==> config.mk <==
export PLATFORM = sky130hd
export DESIGN_NAME = cla_pipe_addsub
export DESIGN_NICKNAME = d
export VERILOG_FILES = /design/src/rtl/cla_pipe_addsub.sv
export SDC_FILE = /design/constraint.sdc
export NUM_CORES = 1
export LEC_CHECK = 0
export CAP_MARGIN = 20
export CORE_MARGIN = 4
export CORE_UTILIZATION = 48
export CTS_CLUSTER_DIAMETER = 120
export DETAILED_ROUTE_END_ITERATION = 12
export PLACE_DENSITY = 0.75
export SETUP_SLACK_MARGIN = 0.4
export SYNTH_ARGS = -nofsm -noshare
export SYNTH_HDL_FRONTEND = slang
export SYNTH_SLANG_ARGS = --single-unit
==> constraint.sdc <==
create_clock -name clk -period 1.77 [get_ports clk]
set_input_delay 0.177 -clock clk [delete_from_list [all_inputs] [get_ports clk]]
set_output_delay 0.177 -clock clk [all_outputs]
set_load 0.03 [all_outputs]
==> src/rtl/cla_pipe_addsub.sv <==
// cla_pipe_addsub: pipelined N-bit adder/subtractor built from 4-bit CLA groups.
// Each of the L = N/(4*GPS) stages resolves GPS groups, registering the partial sum,
// the group carry and the operand bits still to be consumed. A single global stall
// (adv) freezes every stage when the result register is full and not being taken.
// Optional feature: define CLA_SAT_EN for signed saturation of the result
// (ovf and c_out still report the raw, unsaturated result).
module cla_pipe_addsub #(
   parameter int N   = 16,
   parameter int GPS = 1
) (
   input  logic         clk,
   input  logic         rst,
   input  logic         in_valid,
   output logic         in_ready,
   input  logic [N-1:0] a,
   input  logic [N-1:0] b,
   input  logic         sub,
   input  logic         c_in,
   output logic         out_valid,
   input  logic         out_ready,
   output logic [N-1:0] sum,
   output logic         c_out,
   output logic         ovf,
   output logic         zero
);

   localparam int GW = 4 * GPS;   // bits resolved per stage
   localparam int L  = N / GW;    // pipeline depth / latency

   if ((N % GW) != 0 || N < GW) begin : g_bad_width
      $error("cla_pipe_addsub: N (%0d) must be a non-zero multiple of 4*GPS (%0d)", N, GW);
   end

   // 4-bit carry-lookahead group: returns {group_g, group_p, carry_into_bit3, sum[3:0]}
   function automatic logic [6:0] cla4(input logic [3:0] x, input logic [3:0] y, input logic ci);
      logic [3:0] g, p, c;
      logic       gg, pg;
      g    = x & y;
      p    = x ^ y;
      c[0] = ci;
      c[1] = g[0] | (p[0] & ci);
      c[2] = g[1] | (p[1] & g[0]) | (p[1] & p[0] & ci);
      c[3] = g[2] | (p[2] & g[1]) | (p[2] & p[1] & g[0]) | (p[2] & p[1] & p[0] & ci);
      gg   = g[3] | (p[3] & g[2]) | (p[3] & p[2] & g[1]) | (p[3] & p[2] & p[1] & g[0]);
      pg   = &p;
      return {gg, pg, c[3], p ^ c};
   endfunction

   // One stage worth of groups: returns {carry_out, carry_into_top_bit, sum[GW-1:0]}.
   // Group carries come from each group's G/P, so no bit-level ripple crosses a group.
   function automatic logic [GW+1:0] stage_add(input logic [GW-1:0] x, input logic [GW-1:0] y,
                                               input logic ci);
      logic [GPS:0]  gc;
      logic [GW-1:0] s;
      logic          cm;
      logic [6:0]    r4;
      gc    = '0;
      s     = '0;
      cm    = 1'b0;
      r4    = '0;
      gc[0] = ci;
      for (int j = 0; j < GPS; j++) begin
         r4         = cla4(x[4*j +: 4], y[4*j +: 4], gc[j]);
         s[4*j +: 4] = r4[3:0];
         cm         = r4[4];
         gc[j+1]    = r4[6] | (r4[5] & gc[j]);
      end
      return {gc[GPS], cm, s};
   endfunction

`ifdef CLA_SAT_EN
   // Clamp to the signed extreme in the direction of operand A's sign on overflow
   function automatic logic [N-1:0] sat_sum(input logic [N-1:0] raw, input logic of,
                                            input logic a_msb);
      logic [N-1:0] r;
      r = raw;
      if (of) begin
         r = a_msb ? {1'b1, {(N-1){1'b0}}} : {1'b0, {(N-1){1'b1}}};
      end
      return r;
   endfunction
`endif

   // Global advance: the whole pipe moves unless a finished result is waiting
   logic adv;

   // Stage registers; index k holds the state registered at the end of stage k.
   // Element L-1 of the data arrays is never used: stage L-1 writes the output ports.
   logic         vld_p [0:L-1];
   logic [N-1:0] a_p   [0:L-1];
   logic [N-1:0] b_p   [0:L-1];
   logic [N-1:0] s_p   [0:L-1];
   logic         c_p   [0:L-1];

   // Inputs seen by each stage (stage 0: ports, stage k: registers of stage k-1)
   logic         src_v [0:L-1];
   logic [N-1:0] src_a [0:L-1];
   logic [N-1:0] src_b [0:L-1];
   logic [N-1:0] src_s [0:L-1];
   logic         src_c [0:L-1];

   // Combinational results of each stage
   logic [N-1:0] nx_s  [0:L-1];
   logic         nx_c  [0:L-1];
   logic         nx_m  [0:L-1];

   logic [N-1:0] sum_fin;
   logic         ovf_fin;

   assign adv       = !vld_p[L-1] || out_ready;
   assign in_ready  = adv;
   assign out_valid = vld_p[L-1];

   // Route each stage's operands: subtraction folds into an inverted B with carry-in 1
   always_comb begin
      src_v[0] = in_valid;
      src_a[0] = a;
      src_b[0] = sub ? ~b : b;
      src_c[0] = sub | c_in;
      src_s[0] = '0;
      for (int k = 1; k < L; k++) begin
         src_v[k] = vld_p[k-1];
         src_a[k] = a_p[k-1];
         src_b[k] = b_p[k-1];
         src_c[k] = c_p[k-1];
         src_s[k] = s_p[k-1];
      end
   end

   // Resolve this stage's slice of groups and merge it into the running sum
   always_comb begin
      logic [GW+1:0] r;
      r = '0;
      for (int k = 0; k < L; k++) begin
         r                   = stage_add(src_a[k][k*GW +: GW], src_b[k][k*GW +: GW], src_c[k]);
         nx_s[k]             = src_s[k];
         nx_s[k][k*GW +: GW] = r[GW-1:0];
         nx_c[k]             = r[GW+1];
         nx_m[k]             = r[GW];
      end
   end

   assign ovf_fin = nx_m[L-1] ^ nx_c[L-1];

   // Final result shaping: optional saturation, evaluated before the zero flag
   always_comb begin
`ifdef CLA_SAT_EN
      sum_fin = sat_sum(nx_s[L-1], ovf_fin, src_a[L-1][N-1]);
`else
      sum_fin = nx_s[L-1];
`endif
   end

   // ---- stage boundary: valid bits (control, reset) ----
   always_ff @(posedge clk or posedge rst) begin
      if (rst) begin
         for (int k = 0; k < L; k++) vld_p[k] <= 1'b0;
      end else if (adv) begin
         vld_p[0] <= in_valid;
         for (int k = 1; k < L; k++) vld_p[k] <= vld_p[k-1];
      end
   end

   // ---- stage boundary: intermediate data, loaded only for valid ops ----
   always_ff @(posedge clk) begin
      for (int k = 0; k < L - 1; k++) begin
         if (adv && src_v[k]) begin
            a_p[k] <= src_a[k];
            b_p[k] <= src_b[k];
            s_p[k] <= nx_s[k];
            c_p[k] <= nx_c[k];
         end
      end
   end

   // ---- stage boundary: output registers, cleared by reset ----
   always_ff @(posedge clk or posedge rst) begin
      if (rst) begin
         sum   <= '0;
         c_out <= 1'b0;
         ovf   <= 1'b0;
         zero  <= 1'b0;
      end else if (adv && src_v[L-1]) begin
         sum   <= sum_fin;
         c_out <= nx_c[L-1];
         ovf   <= ovf_fin;
         zero  <= (sum_fin == '0);
      end
   end

endmodule
==> metrics.yaml, run 1 <==
io_buffers: 58
critPathKind: "reg2reg"
synth_top_area_share_pct: 58.08
place.detailed.hpwl_um: 4039
stdcell_area_um2: 5070
ctsHoldBuffers: 0
dieArea_um2: 9580
r2r-end: "zero"
tritoncts: "done"
synth_nets: 280
grt_start_max_net_pins: 30
coreArea_um2: 7807
syn_inst: 222
setup_ws_ns: -0.1821
insertion_delay_ns: 0.35
fmax_ghz: 0.5123
post-route-period-util_pct: 110.3
regArea_um2: 2829
htree_num_levels: 3
gr-max-usage-layer: "met2"
drtIter0Drc: 58
place_congestion: 0.7868
holdCritPathClass: "in2async"
antenna_found_initial: 0
grt_use_met1_pct: 15.99
worstSetupEndpointType: "register"
clkSinkCount: 98
finalHoldViolCount: 0
drt-total-wl_um: 5543
grtUsageMet2_pct: 20.68
postPlaceCellArea_um2: 4708
avgSynthCellArea_um2: 17.47
hold_ws_ns: 0.1596
fin_skew_ns: 0.01138
max-vdd-ir-drop_mv: 0.4722
clock-root-buffer: "clkbuf_8"
worstMarginPinSlew_ns: 0.3902
leakage_nw: 2.035
antenna_cells: 0
die_h_um: 97.88
cp_cell_sequence: "inv_1 -> fa_1 -> or4b_4 -> nor4_2 -> and4b_1 -> a32o_2"
status: "finished with violations"
worstPathArrival_ns: 2.24
start_kind: "register"
syn2layout_area_growth_pct: 30.75
globalRouteOverflowTotal: 0
yosysWarnings: 0
layout_common_cells: "edfxtp_1 (75), clkdlybuf4s50_1 (32), dfrtp_1 (22), dlygate4sd2_1 (22), xor2_1 (20)"
grt_use_total_pct: 12.59
path_clk_slew_ns: 0.09
drc: 0
final-setup-viol-count: 3
max-cap-violations: 0
use_met3_pct: 2.429
fin_cells: 415
fin_nets: 366
finalSetupTns_ns: -0.2630
ant_nets: 0
rsz0062_at_grt: "yes"
final.min_clock_period_ns: 1.952
r2r_cells: 6
rows: 32
die_x_um: 97.88
vias: 1947
synth-seq-cells: 98
synth.distinct_cells: 29
r2r_slack_ns: -0.18
synth_area_um2: 3877
nFillCells: 578
slowest_delay_ns: 0.54
rr_startpoint: "b_p[0][44]"
vias_per_cell: 4.692
required_ns: 2.06
violations: "negative setup slack"
layout_commonest_cell: "edfxtp_1"
power_density_nw_per_um2: 1508
dp.cells: 389
drt-wirelength-per-cell_um: 13.36
grt_pass1_vias: 2046
grt_pass1_wl_um: 9549
cp_max_fo: 2
drv_slew: 0
synth_top_area_cell: "edfxtp_1"
multiInputGateArea_um2: 1114
start_util_pct: 49.66
relSlewSlack_pct: 73.71
cts_buffers: 9
cts_max_path_buffers: 2
io_pins: 59
drive_gt1_share_pct: 24.60
synth_seq_area_share_pct: 72.93
synthTopCellsByArea: "edfxtp_1 (58%), dfrtp_1 (15%), ha_1 (5.2%), xor2_1 (5.0%), mux2_2 (4.1%)"
crit_path_top_delay_cell: "fa_1"
first_pass_iters: 4
-- final cells by class --
cell class	count	share of cell area [%]
well taps	102	2.517
flip-flops and latches	98	55.80
multi-input cells	110	21.96
repair buffers	80	14.93
inverters	9	0.6663
clock buffers	10	2.517
clock inverters	6	1.604
-- cell families after synthesis --
group	count (synthesis)	share of synthesized area, %
XOR/XNOR	28	6.324
flip-flops	98	72.93
buffers and inverters	14	1.484
AND/OR/NAND/NOR	22	3.356
adder cells (fa/ha/maj)	20	7.228
AO/OA/AOI/OAI	24	4.066
multiplexers	16	4.614
-- where the power goes --
| group | internal, mW | switching, mW |
|---|---|---|
| Sequential | 3.31 | 0.278 |
| Combinational | 1.18 | 1.38 |
| Clock | 0.787 | 0.703 |
| Total | 5.28 | 2.36 |
-- worst max path at each step --
stage | start | endpoint | slack [ns] | depth (start not counted)
final | b_p[0][44] | zero | -0.18 | 6
after detailed placement | sub | s_p[0][2] | -0.35 | 7
after CTS | b_p[0][44] | zero | -0.19 | 6
after global placement | sub | c_p[0][0] | -0.26 | 6
after global routing | b_p[0][44] | zero | -0.29 | 6
after floorplan | b_p[0][44] | zero | -0.12 | 6
-- cell usage after synthesis --
cell	instances
ha_1	16
mux2_1	1
xnor2_1	6
a21o_1	6
a21oi_1	4
nor4_2	1
xor2_1	22
a31o_2	1
mux2i_1	1
nor3_1	1
mux2_2	14
buf_2	4
a32o_2	1
or4_1	1
clkbuf_1	1
nand2_1	5
edfxtp_1	75
o21ai_0	7
and2_1	3
nand2_2	1
a211oi_1	2
nand2b_1	3
or4b_4	1
o21bai_1	3
and4b_1	1
fa_1	4
nor2_1	5
dfrtp_1	23
inv_1	9
-- critical path: cells and delay by family (launching register included) --
kind	cells	cell delay, ns
adders and majority gates	1	0.54
and+or+nand+nor	3	0.79
AOI/OAI and AO/OA	1	0.16
buffers and inverters	1	0.06
DFF	1	0.35
-- state kept, by name (all words and copies together), names as in the netlist --
register   cells
src_v          3
sum           16
b_p           24
zero           1
c_p            3
s_p           24
c_out          1
ovf            1
out_valid      1
a_p           24
-- per-stage QoR --
step	util, %	power, mW	setup slack (ns)
floorplan	-	5.203	-0.1196
global placement	60.30	6.049	-0.2613
detailed placement	60.30	6.151	-0.3493
CTS	63.96	7.618	-0.1938
global route	64.94	8.135	-0.2882
finish	64.94	7.646	-0.1821
-- repair_timing --
item,4_1_cts,5_1_grt
pin swaps,11,10
setup endpoints to repair,69,16
resized for setup,38,15
buffers inserted,8,2
-- per-layer routing --
layer | up-vias | wire [µm]
met1 | 907 | 2402
met4 | 0 | 99
met3 | 9 | 303
met2 | 49 | 2738
li1 | 982 | -
met5 | - | 0
Power figures use the tool's default switching activity.
==> run 2: changes to the inputs <==
--- a/config.mk
+++ b/config.mk
@@ -7,8 +7,7 @@
 export LEC_CHECK = 0
 export CAP_MARGIN = 20
 export CORE_MARGIN = 4
-export CORE_UTILIZATION = 48
-export CTS_CLUSTER_DIAMETER = 120
+export CORE_UTILIZATION = 50
 export DETAILED_ROUTE_END_ITERATION = 12
 export PLACE_DENSITY = 0.75
 export SETUP_SLACK_MARGIN = 0.4
==> constraint.sdc (replaced) <==
create_clock -name clk -period 2.1 [get_ports clk]
set_input_delay 0.21 -clock clk [delete_from_list [all_inputs] [get_ports clk]]
set_output_delay 0.21 -clock clk [all_outputs]
set_load 0.03 [all_outputs]
==> run 2 against run 1 <==
Compared with the run above:
- the run now ends clean
- maximum frequency decreased by 5.5%
- sequential share of layout area increased by 1.4 points
- clock power is 21% lower
==> metrics.yaml, run 2 (synthesized netlist as in run 1, its figures left out) <==
max-cap-violations: 0
status: "complete, no violations"
setup_ws_ns: 0.03423
required_ns: 2.39
fmax_ghz: 0.4841
place.detailed.hpwl_um: 4133
top_regs: "a_p x24, b_p x24, s_p x24"
antenna_cells: 0
post-route-period-util_pct: 98.37
max-vdd-ir-drop_mv: 0.4955
finalHoldViolCount: 0
cp_max_fo: 2
r2r_cells: 6
clock-root-buffer: "clkbuf_8"
syn2layout_area_growth_pct: 27.59
die_x_um: 96.06
multiInputGateArea_um2: 1060
drive_gt1_share_pct: 18.81
nFillCells: 525
first_pass_iters: 4
post-place-ws_ns: -0.008767
leakage_nw: 1.922
place_congestion: 0.7655
htree_num_levels: 3
relSlewSlack_pct: 73.19
rr_startpoint: "b_p[0][44]"
worstPathArrival_ns: 2.36
io_buffers: 58
final.min_clock_period_ns: 2.066
report.power.total_mw: 6.407
coreArea_um2: 7408
insertion_delay_ns: 0.35
die_h_um: 96.06
grt_start_max_net_pins: 30
clkSinkCount: 98
start_kind: "register"
regArea_um2: 2828
dieArea_um2: 9228
drt-total-wl_um: 5854
io_pins: 59
fin_nets: 356
ant_nets: 0
grt_pass1_wl_um: 9349
worstSetupEndpointType: "register"
drtIter0Drc: 59
vias: 1980
power_density_nw_per_um2: 1295
cts_buffers: 9
drc: 0
rows: 31
grt_use_total_pct: 13.80
finalSetupTns_ns: 0
antenna_found_initial: 0
r2r_slack_ns: 0.03
globalRouteOverflowTotal: 0
critPathKind: "reg2reg"
r2r-end: "zero"
worstMarginPinSlew_ns: 0.4021
grt_pass1_vias: 2078
cts_max_path_buffers: 2
rsz0062_at_grt: "yes"
fin_skew_ns: 0.009048
final-setup-viol-count: 0
drt-wirelength-per-cell_um: 14.56
drv_slew: 0
path_clk_slew_ns: 0.08
tritoncts: "done"
start_util_pct: 52.34
holdCritPathClass: "in2async"
ctsHoldBuffers: 0
layout_common_cells: "edfxtp_1 (75), clkdlybuf4s50_1 (55), dfrtp_1 (23)"
vias_per_cell: 4.925
layout_commonest_cell: "edfxtp_1"
-- run 2: routing by layer --
layer / global-route usage, % / vias to the layer above / part of all wire, %
met5: 0 / - / 0
met3: 3.284 / 9 / 5.6
met2: 24.21 / 47 / 53
met4: 8.294 / 0 / 1.9
met1: 15.01 / 966 / 39
li1: - / 958 / -
-- run 2: through the flow --
step	cells	util [%]	hold slack, ns	instance area (µm²)
2_1_floorplan	222	-	0.2119	3882
5_1_grt	402	66.78	0.2276	4947
4_1_cts	399	66.00	0.2035	4890
6_report	402	66.78	0.1989	4947
3_5_place_dp	381	62.81	0.4054	4653
3_3_place_gp	381	62.81	0.4022	4653
-- run 2: worst max-delay path by stage --
stage,start,to,slack [ns],depth (start not counted)
finish,b_p[0][44],zero,0.03,6
global route,b_p[0][44],zero,-0.006,6
CTS,b_p[0][44],zero,0.05,6
detailed placement,sub,c_p[0][0],-0.009,7
global placement,sub,c_p[0][0],0.05,7
floorplan,b_p[0][44],zero,0.21,6
-- run 2: power breakdown --
part / internal, mW / switching (mW)
Combinational: 1.03 / 1.15
Sequential: 2.79 / 0.266
Clock: 0.580 / 0.592
-- run 2: area by class of cell --
cell class	count	area share, %
flip-flops and latches	98	57.16
multi-input cells	110	21.42
clock buffers	11	2.858
clock inverters	5	1.062
well taps	99	2.504
repair buffers	70	14.31
inverters	9	0.6829
-- run 2: worst max-delay path, cell delays in order (launching register included) --
cell and delay (ns):
edfxtp_1 0.37, inv_2 0.05, fa_1 0.54, or4b_4 0.49, nor4_4 0.16, and4b_1 0.22
a32o_2 0.17
-- run 2: timing repair --
action | CTS | global route
cloned | 0 | 0
endpoints found under the setup margin | 8 | 10
pin swaps | 1 | 6
resized for setup | 8 | 6
setup buffers | 2 | 3
==> run 3: changes to the inputs <==
--- a/config.mk
+++ b/config.mk
@@ -5,12 +5,14 @@
 export SDC_FILE = /design/constraint.sdc
 export NUM_CORES = 1
 export LEC_CHECK = 0
+export ABC_AREA = 1
 export CAP_MARGIN = 20
-export CORE_MARGIN = 4
+export CORE_MARGIN = 2
 export CORE_UTILIZATION = 50
 export DETAILED_ROUTE_END_ITERATION = 12
-export PLACE_DENSITY = 0.75
+export PLACE_DENSITY = 0.74
 export SETUP_SLACK_MARGIN = 0.4
+export SKIP_LAST_GASP = 1
 export SYNTH_ARGS = -nofsm -noshare
 export SYNTH_HDL_FRONTEND = slang
 export SYNTH_SLANG_ARGS = --single-unit
==> run 3 against run 2 <==
Compared with the run above:
- sequential power is essentially flat
- critical endpoint is now out_valid
- global-route usage shrank 0.17 points
- worst hold slack gained 0.11 ns
- combinational power shrank 7%
- synthesized cell count grew 34%
- area after synthesis grew 3.3%
==> metrics.yaml, run 3 <==
synth-seq-cells: 98
post-place-ws_ns: -0.01194
synthTopCellsByCount: "edfxtp_1 (75), nand2_1 (73), inv_1 (27)"
io_pins: 59
start_kind: "register"
dieArea_um2: 8739
synthTopCellsByArea: "edfxtp_1 (56%), dfrtp_1 (14%), nand2_1 (6.8%), ha_1 (5.0%), xor2_1 (4.8%)"
syn2layout_area_growth_pct: 24.31
multiInputGateArea_um2: 1057
yosysWarnings: 0
cp_cell_sequence: "clkdlybuf4s50_1"
die_h_um: 93.49
synth-edff-count: 75
relSlewSlack_pct: 46.28
clock-root-buffer: "clkbuf_8"
worstPathArrival_ns: 1.42
slowest_delay_ns: 0.69
leakage_nw: 2.086
holdCritPathClass: "in2async"
globalRouteOverflowTotal: 0
synth.distinct_cells: 26
place_congestion: 0.7935
clkSinkCount: 98
tritoncts: "done"
top_regs: "a_p x24, b_p x24, s_p x24"
layout_common_cells: "edfxtp_1 (75), nand2_1 (73), clkdlybuf4s50_1 (56)"
critPathKind: "reg2out"
grt_pass1_vias: 2094
fmax_ghz: 0.6136
rows: 32
drive_gt1_share_pct: 9.499
grt_pass1_wl_um: 9052
critPathLaunch: "out_valid"
syn_inst: 298
drt-total-wl_um: 5403
coreArea_um2: 7727
start_util_pct: 51.81
grt_start_max_net_pins: 30
synth_area_um2: 4004
final_util_pct: 64.41
synth_seq_area_share_pct: 70.63
finalSetupTns_ns: 0
path_clk_slew_ns: 0.09
rsz0062_at_grt: "yes"
power_density_nw_per_um2: 1231
antenna_cells: 0
layout_commonest_cell: "edfxtp_1"
post-route-period-util_pct: 77.61
avgSynthCellArea_um2: 13.44
max-cap-violations: 0
report.power.total_mw: 6.129
drtIter0Drc: 59
nFillCells: 606
io_buffers: 58
ys.flop_type: "edfxtp_1"
synth_top_area_cell: "edfxtp_1"
worstSetupEndpointType: "output port"
antenna_found_initial: 0
drt-wirelength-per-cell_um: 11.23
finalHoldViolCount: 0
drv_slew: 0
synth_nets: 356
worstMarginPinSlew_ns: 0.8048
die_x_um: 93.49
fin_skew_ns: 0.01055
regArea_um2: 2828
final.min_clock_period_ns: 1.630
synth.most_common_cell: "edfxtp_1"
path_buf_inv: 1
htree_num_levels: 3
ctsHoldBuffers: 0
required_ns: 1.89
grt_use_total_pct: 13.62
first_pass_iters: 5
crit_family: "buffers and inverters"
vias_per_cell: 4.626
fin_nets: 432
insertion_delay_ns: 0.35
ant_nets: 0
final-setup-viol-count: 0
cts_max_path_buffers: 2
max-vdd-ir-drop_mv: 0.4737
setup_ws_ns: 0.4702
place.detailed.hpwl_um: 3971
vias: 2225
crit_path_top_delay_cell: "clkdlybuf4s50_1"
drc: 0
cp_max_fo: 2
rr_startpoint: "out_valid"
synthArstFlopShare_pct: 23.47
status: "complete, no violations"
cts_buffers: 9
synth_top_area_share_pct: 56.25
==> run 3: metal layers <==
layer / track usage (%) / vias to the layer above / share of wire (%)
met3: 3.384 / 9 / 4.4
met1: 16.92 / 1014 / 45
li1: - / 1148 / -
met4: 6.250 / 0 / 2.4
met5: 0 / - / 0
met2: 22.54 / 54 / 48
==> run 3: final timing paths <==
kind | to | cells past startpoint | slack [ns]
worst max-delay path | out_valid | 1 | 0.47
worst min-delay path | sum[6] | 2 | 0.31
worst max register to register | s_p[0][1] | 3 | 0.55
worst min register to register | s_p[0][34] | 0 | 0.42
max in group asynchronous | sum[13] | 2 | 1.29
min in group clk | a_p[0][9] | 1 | 0.40
==> run 3: area by class of cell <==
type	instances	share of cell area, %
flip-flops and latches	98	56.81
multi-input cells	166	21.24
repair buffers	70	13.57
clock buffers	14	3.268
well taps	102	2.564
inverters	29	2.262
clock inverters	2	0.2765
==> run 3: what timing repair did <==
action                                  4_1_cts  5_1_grt
buffers inserted                              0        5
endpoints found under the setup margin        3        4
pin swaps                                     0        5
resized for setup                             2        4
==> run 3: kinds of logic after synthesis <==
logic type | share of synthesized area, %
compound gates | 2.312
xor+xnor | 5.250
fa+ha+maj | 7.000
buf+inv | 3.719
flops | 70.62
simple gates | 11.09
==> run 3: per-stage QoR <==
stage / instances / hold WS (ns) / instance area (µm²)
finish: 481 / 0.3083 / 4977
global route: 481 / 0.3800 / 4977
CTS: 476 / 0.3347 / 4923
detailed placement: 460 / 0.4045 / 4743
global placement: 460 / 0.4010 / 4743
floorplan: 298 / 0.2119 / 4023
==> run 3: report_power, final <==
group,switching [mW],internal (mW)
registers,0.236,2.80
logic,1.21,0.810
clock network,0.568,0.497
